<file path="src/rtl/if_tag_pkg.sv">
// Shared tag encodings, frame state and tag selection for the IF row tagger.
package if_tag_pkg;

  localparam logic [1:0] TAG_FIRST  = 2'b10;
  localparam logic [1:0] TAG_LAST   = 2'b01;
  localparam logic [1:0] TAG_MID    = 2'b00;
  localparam logic [1:0] TAG_SINGLE = 2'b11;

  // Counters are zero-extended to this width before tag selection.
  localparam int TAG_CNT_W = 16;

  typedef enum logic [1:0] {IDLE, STREAM, DRAIN} state_e;

  function automatic logic [1:0] tag_of(input logic [TAG_CNT_W-1:0] col,
                                        input logic [TAG_CNT_W-1:0] row_len);
    if (row_len == TAG_CNT_W'(1))                return TAG_SINGLE;
    if (col == '0)                               return TAG_FIRST;
    if (col == row_len - TAG_CNT_W'(1))          return TAG_LAST;
    return TAG_MID;
  endfunction

endpackage

</file>
<file path="src/rtl/if_hold_reg.sv">
// One-entry output register toward the IF FIFO; accepts a new word whenever it
// is empty or being drained in the same cycle.
module if_hold_reg #(
  parameter int W = 18
) (
  input  logic         clk,
  input  logic         rst,
  input  logic         load_i,
  input  logic [W-1:0] data_i,
  input  logic         full_i,
  output logic         hold_v_o,
  output logic         can_load_o,
  output logic         wen_o,
  output logic [W-1:0] dout_o
);

  logic         hold_v_q, hold_v_d;
  logic [W-1:0] hold_data_q, hold_data_d;

  always_comb begin
    wen_o       = hold_v_q & ~full_i;
    can_load_o  = ~hold_v_q | ~full_i;
    hold_v_d    = load_i | (hold_v_q & ~wen_o);
    hold_data_d = load_i ? data_i : hold_data_q;
  end

  always_ff @(posedge clk or negedge rst) begin
    if (!rst) begin
      hold_v_q    <= 1'b0;
      hold_data_q <= '0;
    end else begin
      hold_v_q    <= hold_v_d;
      hold_data_q <= hold_data_d;
    end
  end

  assign hold_v_o = hold_v_q;
  assign dout_o   = hold_data_q;

endmodule

</file>
<file path="src/rtl/if_row_tagger.sv">
// Frames a raw sample stream into rows, prepends the 2-bit row tag and feeds
// the IF FIFO through a one-entry hold register.
module if_row_tagger
  import if_tag_pkg::*;
#(
  parameter int IF_SCRATCH_WIDTH = 16,
  parameter int ROW_LEN_W        = 8,
  parameter int ROW_CNT_W        = 8
) (
  input  logic                        clk,
  input  logic                        rst,
  input  logic                        start,
  input  logic [ROW_LEN_W-1:0]        row_len,
  input  logic [ROW_CNT_W-1:0]        row_cnt,
  input  logic                        s_valid,
  output logic                        s_ready,
  input  logic [IF_SCRATCH_WIDTH-1:0] s_data,
  output logic                        IF_wen,
  output logic [IF_SCRATCH_WIDTH+1:0] IF_din,
  input  logic                        IF_full,
  output logic                        busy,
  output logic                        done,
  output logic                        cfg_err
);

  state_e                 state_q, state_d;
  logic [ROW_LEN_W-1:0]   len_q, len_d, col_q, col_d;
  logic [ROW_CNT_W-1:0]   cnt_q, cnt_d, row_q, row_d;
  logic                   done_q, done_d, cfg_err_q, cfg_err_d;
  logic                   hold_v, can_load, hs, row_end, frame_end, cfg_ok;
  logic [IF_SCRATCH_WIDTH+1:0] load_word;

  assign cfg_ok    = (row_len != '0) && (row_cnt != '0);
  assign hs        = s_valid & s_ready;
  assign row_end   = (col_q == len_q - ROW_LEN_W'(1));
  assign frame_end = row_end && (row_q == cnt_q - ROW_CNT_W'(1));
  assign load_word = {tag_of(TAG_CNT_W'(col_q), TAG_CNT_W'(len_q)), s_data};

  if_hold_reg #(.W(IF_SCRATCH_WIDTH+2)) u_hold (
    .clk        (clk),
    .rst        (rst),
    .load_i     (hs),
    .data_i     (load_word),
    .full_i     (IF_full),
    .hold_v_o   (hold_v),
    .can_load_o (can_load),
    .wen_o      (IF_wen),
    .dout_o     (IF_din)
  );

  always_ff @(posedge clk or negedge rst) begin
    if (!rst) begin
      state_q   <= IDLE;
      len_q     <= '0;
      cnt_q     <= '0;
      col_q     <= '0;
      row_q     <= '0;
      done_q    <= 1'b0;
      cfg_err_q <= 1'b0;
    end else begin
      state_q   <= state_d;
      len_q     <= len_d;
      cnt_q     <= cnt_d;
      col_q     <= col_d;
      row_q     <= row_d;
      done_q    <= done_d;
      cfg_err_q <= cfg_err_d;
    end
  end

  always_comb begin
    state_d   = state_q;
    len_d     = len_q;
    cnt_d     = cnt_q;
    col_d     = col_q;
    row_d     = row_q;
    done_d    = 1'b0;
    cfg_err_d = 1'b0;
    case (state_q)
      IDLE: begin
        if (start) begin
          if (cfg_ok) begin
            state_d = STREAM;
            len_d   = row_len;
            cnt_d   = row_cnt;
            col_d   = '0;
            row_d   = '0;
          end else begin
            cfg_err_d = 1'b1;
          end
        end
      end
      STREAM: begin
        if (hs) begin
          if (row_end) begin
            col_d = '0;
            row_d = row_q + ROW_CNT_W'(1);
          end else begin
            col_d = col_q + ROW_LEN_W'(1);
          end
          if (frame_end) state_d = DRAIN;
        end
      end
      DRAIN: begin
        // Nothing loads in DRAIN, so a write here empties the hold register.
        if (!hold_v || IF_wen) begin
          state_d = IDLE;
          done_d  = 1'b1;
        end
      end
      default: state_d = IDLE;
    endcase
  end

  always_comb begin
    s_ready = (state_q == STREAM) & can_load;
    busy    = (state_q != IDLE);
    done    = done_q;
    cfg_err = cfg_err_q;
  end

endmodule

</file>
<file path="config.mk">
export PLATFORM = sky130hd
export DESIGN_NAME = if_row_tagger
export DESIGN_NICKNAME = d
export VERILOG_FILES = /design/src/rtl/if_tag_pkg.sv /design/src/rtl/if_hold_reg.sv /design/src/rtl/if_row_tagger.sv
export SDC_FILE = /design/constraint.sdc
export NUM_CORES = 1
export LEC_CHECK = 0
export ABC_AREA = 1
export ABC_CLOCK_PERIOD_IN_PS = 1800
export BUFFER_PORTS_ARGS = -buffer_cell sky130_fd_sc_hd__buf_2
export CAP_MARGIN = 15
export CELL_PAD_IN_SITES_DETAIL_PLACEMENT = 0
export CELL_PAD_IN_SITES_GLOBAL_PLACEMENT = 2
export CORE_AREA = 2 2 110 112
export CTS_BUF_LIST = sky130_fd_sc_hd__clkbuf_8
export CTS_CLUSTER_SIZE = 10
export DETAILED_ROUTE_END_ITERATION = 12
export DIE_AREA = 0 0 112 114
export MAX_ROUTING_LAYER = met4
export PLACE_DENSITY = 0.75
export SETUP_SLACK_MARGIN = 0.5
export SLEW_MARGIN = 20
export SYNTH_ARGS = -nofsm -noshare
export SYNTH_HDL_FRONTEND = slang
export SYNTH_SLANG_ARGS = --single-unit
</file>
<file path="constraint.sdc">
create_clock -name clk -period 1.8 [get_ports clk]
set_input_delay 0.36 -clock clk [delete_from_list [all_inputs] [get_ports clk]]
set_output_delay 0.36 -clock clk [all_outputs]
set_load 0.05 [all_outputs]
</file>
==> results.yml <==
timing:
  setup_ws_ns: -0.0283
  period_share: 1.02
  whs_ns: -0.000703
  finalCriticalPeriod_ns: 1.83
  max_freq_mhz: 547
  fin_skew_ns: 0.0106
  worst_pin_slew_ns: 0.536
  max-slew-margin-rel: 0.643
  setup_viol: 9
  rsz0062_at_grt: "true"
  hold_viol_final: 1
  maxSlewViolCount: 0
detailed_routing:
  drc: 0
  firstDrtPassIters: 4
  dr.first_iter.drc_count: 105
  wl_um: 9450
  vias_per_cell: 4.43
  drt-wirelength-per-cell_um: 13.1
  vias: 3188
  postRouteAntennaNets: 0
cts:
  numCtsBuffers: 5
  clock_sinks: 55
  htree_levels: 2
  cts_hold_buf: 0
  root_buffer: "clkbuf_8"
  clockBufferDepth: 2
  clock_latency_ns: 0.32
  cts_tree: "done"
  clk_pin_slew_ns: 0.11
yosys:
  ys_warn_count: 0
  syn_nets: 507
  synth-seq-cells: 55
  ys.flop_type: "dfrtp_1"
  yosys.area.top_type: "dfrtp_1"
  syn-mean-instance-area_sq_um: 7.04
  synth_edf_count: 0
  synth_common_cells: "nand2_1, inv_1, dfrtp_1"
  synth.most_common_cell: "nand2_1"
  seq_area_frac_synth: 0.422
  netlist_area_sq_um: 3260
  synth_area_leaders: "dfrtp_1, nand2_1, inv_1, nor2_1, nand3_1"
  yosys.area.top_type_share: 0.422
  synth_cell_types: 30
  synth_cells: 464
  async_flop_share: 1.00
place:
  dp_hpwl_um: 6610
  place_area_sq_um: 3950
  portBuffers: 59
  gp_congestion: 0.819
worst_setup_path:
  worstPathArrival_ns: 2.08
  path_cells: "inv_2, ha_4, inv_2, nand2_1, nand2_1, nor2_1, nand2_1, nor2_1, nand2_1, nor2_2, nand2_2, nand2_4, buf_12, nand3_1, nand2_1"
  slowest_stage: "dfrtp_1"
  crit_path_max_incr_delay_ns: 0.39
  crit_type: "reg -> reg"
  startpoint_type: "register"
  critPathCaptureType: "register"
  cpMostUsedCell: "nand2_1"
  required_ns: 2.06
  crit_fanout: 8
worst_hold_path:
  hp-class: "in -> async"
global_route:
  grt_start_max_net_pins: 22
  grt_pass1_wl_um: 15500
  grt_overflow_total: 0
  grt_antenna_before_repair: 0
  grt_pass1_vias: 3178
  grt_util_all_layers: 0.155
layout:
  final-seq-area_sq_um: 1380
  syn_to_final_growth_pct: 48.5
  final_nets: 614
  fill_cells: 1211
  drive_gt1_frac: 0.353
  multi_input_area_sq_um: 1940
  finalInstanceArea_sq_um: 4850
  antenna_cells: 0
run_status:
  status: "finished with violations"
  violations: "hold timing, setup timing"
floorplanning:
  die_area_sq_um: 12800
  fp.dieW_um: 112
  initial_core_util: 0.279
  ios: 60
  core_area_sq_um: 11700
  die_y_um: 114
  fp-row-count: 40
power_and_ir_drop:
  powerDensity_nw_per_um2: 709
  power.total_w: 0.00344
  power_leakage_nw: 2.57
  peakVddDrop_mv: 0.336
run:
  maxCapViolCount: 0
[worst paths after layout]
path	slack [ns]	to	cells past startpoint	from
max	-0.03	row_q[4]$_DFFE_PN0P_	15	len_q[1]$_DFFE_PN0P_
min	-0.0007	u_hold.dout_o[6]$_DFFE_PN0P_	1	rst
max reg2reg	-0.03	row_q[4]$_DFFE_PN0P_	15	len_q[1]$_DFFE_PN0P_
min reg2reg	0.52	u_hold.dout_o[6]$_DFFE_PN0P_	2	u_hold.dout_o[6]$_DFFE_PN0P_
max in group asynchronous	1.29	col_q[6]$_DFFE_PN0P_	2	rst
min in group clk	0.23	u_hold.dout_o[11]$_DFFE_PN0P_	3	s_data[11]
[critical path: cells and delay by family, from the launching register on]
family	cells	cell delay, ns
simple gates	11	0.90
flops	1	0.39
fa+ha+maj	1	0.26
buf+inv	3	0.22
[flip-flops by register name, summed over array words and instances (netlist names)]
name,flops
done,1
cnt_q,8
u_hold.dout_o,18
state_q,2
len_q,8
u_hold.hold_v_o,1
col_q,8
cfg_err,1
row_q,8
[cells by family after synthesis]
logic type,count (synthesis),share of synthesized area
AO/OA/AOI/OAI,24,0.0379
flip-flops,55,0.422
adder cells (fa/ha/maj),6,0.0230
AND/OR/NAND/NOR,284,0.369
buffers and inverters,75,0.0947
XOR/XNOR,20,0.0537
[per-layer routing]
metal | global-route usage | wire length [um]
met5 | - | 0
met4 | 0.0358 | 87
met3 | 0.0351 | 525
met2 | 0.240 | 4360
met1 | 0.208 | 4480
[cell type report]
type | count | share of cell area
clock buffer | 5 | 0.0142
clock inverter | 3 | 0.00336
inverter | 63 | 0.0573
multi-input combinational | 336 | 0.401
sequential | 55 | 0.284
tap | 147 | 0.0379
timing repair buffer | 109 | 0.199
timing repair inverter | 1 | 0.00336
[metrics by stage]
step / setup slack, ns / TNS (ns) / cells / utilization
after floorplan: 0.0691 / 0 / 464 / -
after global placement: -0.0270 / -0.205 / 682 / 0.337
after detailed placement: -0.0649 / -0.422 / 682 / 0.337
after CTS: -0.0145 / -0.0409 / 708 / 0.388
after global routing: -0.189 / -2.48 / 719 / 0.414
final: -0.0283 / -0.142 / 719 / 0.414
[report_power, final]
part	leakage (nW)	switching, W	internal, W
logic	1.82	0.000691	0.000481
registers	0.713	0.000183	0.00137
clock network	0.0453	0.000444	0.000268
total	2.57	0.00132	0.00212
[repair_timing]
| action | CTS | global route |
|---|---|---|
| gates resized for setup | 87 | 56 |
| pin swaps | 30 | 20 |
| setup buffers | 15 | 9 |
| gates cloned | 3 | 2 |
| endpoints found under the setup margin | 74 | 73 |
[cell usage in the layout (no fill, tap or decap), types with 2 or more instances in the layout]
cell / instances
nand2_1: 125
dfrtp_1: 54
inv_1: 53
nor2_1: 41
buf_2: 37
buf_4: 35
nand2_2: 30
nand3_1: 28
buf_6: 27
nand2_4: 17
nand4_1: 15
o21ai_1: 13
xnor2_1: 11
xor2_1: 9
inv_2: 8
nor3_1: 7
buf_12: 7
ha_1: 5
clkbuf_8: 5
nor2_4: 4
nor2_2: 4
nand3_2: 4
o21ai_2: 4
o21ai_0: 3
nand2_8: 3
clkinv_8: 2
nand3b_1: 2
a21oi_1: 2
buf_16: 2
No activity file was read; power rests on OpenSTA's default activity.
